$ cat src/rtl/sram_read_arbiter.sv
// sram_read_arbiter
// Two requesters share one read-only SRAM port. Each granted read drives the
// SRAM controls for a fixed wait, captures the data bus into the owner's data
// register and gives the owner one acknowledge pulse. Ties are broken
// round-robin so that both ports make progress.

module sram_read_arbiter #(
  parameter int ADDR_W      = 20,
  parameter int DATA_W      = 16,
  parameter int WAIT_CYCLES = 2
) (
  input  logic              Clk,
  input  logic              Reset_n,
  input  logic              a_req,
  input  logic [ADDR_W-1:0] a_addr,
  output logic              a_ack,
  output logic [DATA_W-1:0] a_data,
  input  logic              b_req,
  input  logic [ADDR_W-1:0] b_addr,
  output logic              b_ack,
  output logic [DATA_W-1:0] b_data,
  output logic              busy,
  output logic              SRAM_CE_N,
  output logic              SRAM_OE_N,
  output logic              SRAM_WE_N,
  output logic              SRAM_UB_N,
  output logic              SRAM_LB_N,
  output logic [ADDR_W-1:0] SRAM_ADDR,
  input  logic [DATA_W-1:0] SRAM_DQ
);

  typedef enum logic [1:0] {
    IDLE,
    ACCESS,
    DONE
  } state_t;

  // Four bits cover the full legal wait range; the counter is loaded with
  // WAIT_CYCLES-1 so the capture happens on the cycle it reads zero.
  localparam int               CNT_W    = 4;
  localparam logic [CNT_W-1:0] CNT_LOAD = CNT_W'(WAIT_CYCLES - 1);

  state_t             state, state_next;
  logic [CNT_W-1:0]   wait_cnt, wait_cnt_next;
  logic               owner_b, owner_b_next;
  logic               last_b, last_b_next;
  logic               sram_ctl_n, sram_ctl_n_next;
  logic [ADDR_W-1:0]  sram_addr_next;
  logic               a_ack_next, b_ack_next;
  logic [DATA_W-1:0]  a_data_next, b_data_next;
  logic               busy_next;
  logic               grant_a, grant_b;

  // Chip, output and byte enables always move together, and the block never writes.
  assign SRAM_CE_N = sram_ctl_n;
  assign SRAM_OE_N = sram_ctl_n;
  assign SRAM_UB_N = sram_ctl_n;
  assign SRAM_LB_N = sram_ctl_n;
  assign SRAM_WE_N = 1'b1;

  // Round-robin tie break: on a tie, the port that did not win last time is granted.
  always_comb begin
    grant_a = a_req && (!b_req || last_b);
    grant_b = b_req && !grant_a;
  end

  // Next-state and next-output logic; every output is registered below.
  always_comb begin
    state_next      = state;
    wait_cnt_next   = wait_cnt;
    owner_b_next    = owner_b;
    last_b_next     = last_b;
    sram_ctl_n_next = 1'b1;
    sram_addr_next  = SRAM_ADDR;
    a_ack_next      = 1'b0;
    b_ack_next      = 1'b0;
    a_data_next     = a_data;
    b_data_next     = b_data;
    case (state)
      IDLE: begin
        if (grant_a || grant_b) begin
          sram_addr_next  = grant_a ? a_addr : b_addr;
          owner_b_next    = grant_b;
          last_b_next     = grant_b;
          wait_cnt_next   = CNT_LOAD;
          sram_ctl_n_next = 1'b0;
          state_next      = ACCESS;
        end
      end
      ACCESS: begin
        if (wait_cnt == '0) begin
          if (owner_b) begin
            b_data_next = SRAM_DQ;
            b_ack_next  = 1'b1;
          end else begin
            a_data_next = SRAM_DQ;
            a_ack_next  = 1'b1;
          end
          state_next = DONE;
        end else begin
          wait_cnt_next   = wait_cnt - CNT_W'(1);
          sram_ctl_n_next = 1'b0;
        end
      end
      DONE: begin
        state_next = IDLE;
      end
      default: begin
        state_next = IDLE;
      end
    endcase
    busy_next = (state_next != IDLE);
  end

  // State and output registers; reset drops everything back to idle at once.
  always_ff @(posedge Clk or negedge Reset_n) begin
    if (!Reset_n) begin
      state      <= IDLE;
      wait_cnt   <= '0;
      owner_b    <= 1'b0;
      last_b     <= 1'b1;
      sram_ctl_n <= 1'b1;
      SRAM_ADDR  <= '0;
      a_ack      <= 1'b0;
      b_ack      <= 1'b0;
      a_data     <= '0;
      b_data     <= '0;
      busy       <= 1'b0;
    end else begin
      state      <= state_next;
      wait_cnt   <= wait_cnt_next;
      owner_b    <= owner_b_next;
      last_b     <= last_b_next;
      sram_ctl_n <= sram_ctl_n_next;
      SRAM_ADDR  <= sram_addr_next;
      a_ack      <= a_ack_next;
      b_ack      <= b_ack_next;
      a_data     <= a_data_next;
      b_data     <= b_data_next;
      busy       <= busy_next;
    end
  end

endmodule

$ cat config.mk
export PLATFORM = sky130hd
export DESIGN_NAME = sram_read_arbiter
export DESIGN_NICKNAME = d
export VERILOG_FILES = /design/src/rtl/sram_read_arbiter.sv
export SDC_FILE = /design/constraint.sdc
export NUM_CORES = 1
export LEC_CHECK = 0
export ABC_AREA = 0
export CORE_MARGIN = 2
export CORE_UTILIZATION = 25
export CTS_CLUSTER_SIZE = 24
export DETAILED_ROUTE_END_ITERATION = 6
export DONT_BUFFER_PORTS = 1
export GPL_ROUTABILITY_DRIVEN = 0
export HOLD_SLACK_MARGIN = 0.15
export PLACE_DENSITY = 0.49
export SLEW_MARGIN = 30
export SYNTH_ARGS = -nofsm -noshare
export SYNTH_HDL_FRONTEND = slang
export SYNTH_SLANG_ARGS = --single-unit
export TNS_END_PERCENT = 50
$ cat constraint.sdc
create_clock -name Clk -period 1.6 [get_ports Clk]
set_input_delay 0.16 -clock Clk [delete_from_list [all_inputs] [get_ports Clk]]
set_output_delay 0.16 -clock Clk [all_outputs]
set_load 0.1 [all_outputs]
==> qor.tcl <==
set qor(fillerInstances) 1054
set qor(cp_max_fo) 9
set qor(htree_num_levels) 3
set qor(area_growth_syn_to_layout_pct) 54.2
set qor(final_layout_size_suffix_gt1_share_pct) 35.2
set qor(detail_route.wl_per_cell_um) 15.6
set qor(max_freq_mhz) 654
set qor(initial_antenna_violation_count) 0
set qor(cp_cell_sequence) {nor2b_4 -> and4_4 -> buf_12 -> mux2_2}
set qor(die_y_um) 110
set qor(ff2ff_setup_slack_ns) 0.07
set qor(critical_path.endpoint_type) {register}
set qor(fin_area_sq_um) 4360
set qor(grt_first_pass_wirelength_um) 13000
set qor(yosysSeqAreaShare_pct) 56.7
set qor(first_global_vias) 2543
set qor(die_area_sq_um) 12200
set qor(violations) {negative hold slack}
set qor(multiInputGateArea_sq_um) 1090
set qor(critical_path_required_ns) 1.80
set qor(top_level_ports) 120
set qor(register_area_sq_um) 1610
set qor(initial_core_util_pct) 25.9
set qor(number_of_i_o_port_buffers) 0
set qor(synthesis.yosys.warnings) 0
set qor(finalSetupViolCount) 0
set qor(final_hold_slack_ns) -0.463
set qor(worst-slew-pin-transition_ns) 0.837
set qor(drt_wl_total_um) 7830
set qor(cap_violations) 0
set qor(post_synth_inst_count) 239
set qor(finalWorstPathRequiredPeriod_ns) 1.53
set qor(post_dp_area_sq_um) 3420
set qor(crit_slowest_cell) {sky130_fd_sc_hd__dfrtp_1}
set qor(groute.usage.overall_pct) 12.9
set qor(placeable_core_region_sq_um) 10900
set qor(finClkSkew_ns) 0.00505
set qor(most_frequent_cells_in_the_layout) {sky130_fd_sc_hd__buf_4 (64), sky130_fd_sc_hd__dfrtp_1 (62), sky130_fd_sc_hd__dlygate4sd3_1 (58)}
set qor(die_width_um) 110
set qor(detail_route.drc_violations) 0
set qor(clock-root-buffer) {sky130_fd_sc_hd__clkbuf_16}
set qor(worstHoldPathType) {primary input to asynchronous set/reset pin}
set qor(critPathKind) {register to register}
set qor(place.detailed.hpwl_um) 4660
set qor(clockBufferDepth) 2
set qor(route.vias.total) 2398
set qor(area_share_of_the_leading_cell_type_in_the_synthesized_netlist_pct) 54.8
set qor(slew_viol_final) 0
set qor(vias_per_cell) 4.79
set qor(synthesis.area_per_instance_sq_um) 11.8
set qor(finalHoldViolCount) 64
set qor(clkLatencyLatePin_ns) 0.32
set qor(post-synth-top-area-cell) {sky130_fd_sc_hd__dfrtp_1}
set qor(status) {finished, violations left}
set qor(period_share_pct) 95.5
set qor(cts_tree) {yes}
set qor(crit_path_start_kind) {register}
set qor(largest_net_degree_at_the_start_of_global_routing) 65
set qor(relSlewSlack_pct) 44.2
set qor(most_common_library_cell_in_the_layout_ignoring_fill_and_taps) {sky130_fd_sc_hd__buf_4}
set qor(tritoncts.num_buffers) 9
set qor(synth_cell_types) 31
set qor(antennaDiodeCount) 0
set qor(critPathArrivalTime_ns) 1.72
set qor(yosys-top-cells-area) {sky130_fd_sc_hd__dfrtp_1 (55%), sky130_fd_sc_hd__mux2_2 (9.2%), sky130_fd_sc_hd__a31oi_1 (4.9%), sky130_fd_sc_hd__mux2_4 (4.8%), sky130_fd_sc_hd__a21oi_1 (4.4%)}
set qor(cp_slowest_stage_delay_ns) 0.44
set qor(setup_repair_after_global_routing_missed_its_margin) {false}
set qor(floorplan.rows) 38
set qor(setup-tns-final_ns) 0
set qor(num-nets-final) 418
set qor(first_pass_iters) 4
set qor(clkSinkCount) 64
set qor(cts_hold_repair.buffers) 59
set qor(synth_area_sq_um) 2830
set qor(antenna_left) 0
set qor(synth-seq-cells) 64
set qor(syn_nets) 301
set qor(drt_iter0_drc) 109
set qor(leftover_overflow_at_the_end_of_global_routing) 0
set qor(clkTransAtPathRegs_ns) 0.05
-- through the flow --
| stage | worst slack [ns] | utilization [%] | instances |
|---|---|---|---|
| after floorplan | 0.0109 | - | 239 |
| after global placement | -0.100 | 31.2 | 424 |
| after detailed placement | -0.104 | 31.3 | 424 |
| after CTS | 0.0110 | 39.5 | 500 |
| after global routing | 0.0188 | 39.9 | 501 |
| final | 0.0719 | 39.9 | 501 |
-- area by class of cell --
| type | instances | area share, % |
|---|---|---|
| inverters | 5 | 0.430 |
| clock inverters | 4 | 1.03 |
| well taps | 140 | 4.01 |
| multi-input cells | 148 | 25.0 |
| clock buffers | 12 | 5.65 |
| repair buffers | 128 | 27.0 |
| flip-flops and latches | 64 | 36.9 |
-- cells in the mapped netlist --
master and number:
sky130_fd_sc_hd__dfstp_2 2, sky130_fd_sc_hd__and3_1 1, sky130_fd_sc_hd__nor2_1 5, sky130_fd_sc_hd__nor3_1 1, sky130_fd_sc_hd__nand2b_1 2, sky130_fd_sc_hd__a31oi_1 22, sky130_fd_sc_hd__mux2_4 9, sky130_fd_sc_hd__nor2b_1 1
sky130_fd_sc_hd__mux2_2 23, sky130_fd_sc_hd__nand2_1 2, sky130_fd_sc_hd__a32o_1 1, sky130_fd_sc_hd__or2_0 1, sky130_fd_sc_hd__o21ai_0 22, sky130_fd_sc_hd__clkbuf_1 9, sky130_fd_sc_hd__nand3_1 20, sky130_fd_sc_hd__or2_2 2
sky130_fd_sc_hd__nor2b_4 1, sky130_fd_sc_hd__buf_2 6, sky130_fd_sc_hd__and4_1 1, sky130_fd_sc_hd__nor2_2 1, sky130_fd_sc_hd__nand4b_4 1, sky130_fd_sc_hd__inv_1 5, sky130_fd_sc_hd__a21oi_1 25, sky130_fd_sc_hd__dfrtp_1 62
sky130_fd_sc_hd__buf_6 2, sky130_fd_sc_hd__o211ai_1 1, sky130_fd_sc_hd__conb_1 1, sky130_fd_sc_hd__ha_1 2, sky130_fd_sc_hd__buf_12 1, sky130_fd_sc_hd__mux2i_1 3, sky130_fd_sc_hd__buf_4 4
-- routing by layer --
metal  vias up  global-route usage [%]  wire length (um)
li1       1094                       -                 -
met1      1156                    15.4              3250
met2       135                    21.6              3780
met3        13                    4.88               693
met4         0                    3.75               102
met5         -                       0                 0
-- registers in the layout, summed over array words and instances, names as in the netlist --
| signal | count |
|---|---|
| SRAM_CE_N | 1 |
| b_ack | 1 |
| a_ack | 1 |
| b_data | 16 |
| a_data | 16 |
| state | 2 |
| wait_cnt | 4 |
| busy | 1 |
| last_b | 1 |
| owner_b | 1 |
| SRAM_ADDR | 20 |
-- critical path: cells and delay by family (launching register included) --
kind,cells,cell delay [ns]
buffers and inverters,1,0.15
flip-flops,1,0.44
AND/OR/NAND/NOR,2,0.48
multiplexers,1,0.34
-- final timing paths --
check	endpoint	cells after the start	start
max in group asynchronous	last_b	0	Reset_n
worst min-delay path	b_data[7]	0	Reset_n
worst max register to register	b_data[3]	4	state[1]
worst min register to register	a_data[6]	1	a_data[6]
min in group Clk	wait_cnt[1]	3	a_req
worst max-delay path	b_data[3]	4	state[1]
-- what timing repair did --
item                                    CTS  global route
endpoints found under the hold margin   119            64
cloned                                    0             1
endpoints found under the setup margin   16            21
pin swaps                                 1             1
gates resized for setup                   0             6
buffers inserted                          1             0
-- cells by family after synthesis --
| logic type | synth area share, % |
|---|---|
| AOI/OAI and AO/OA | 13.8 |
| DFF | 56.7 |
| and+or+nand+nor | 8.05 |
| muxes | 15.0 |
| buffers and inverters | 5.48 |
| adders and majority gates | 0.884 |
| other | 0.132 |
Power is not shown: default switching activity piles up to over one toggle a cycle in this logic, so the estimate is an artifact.
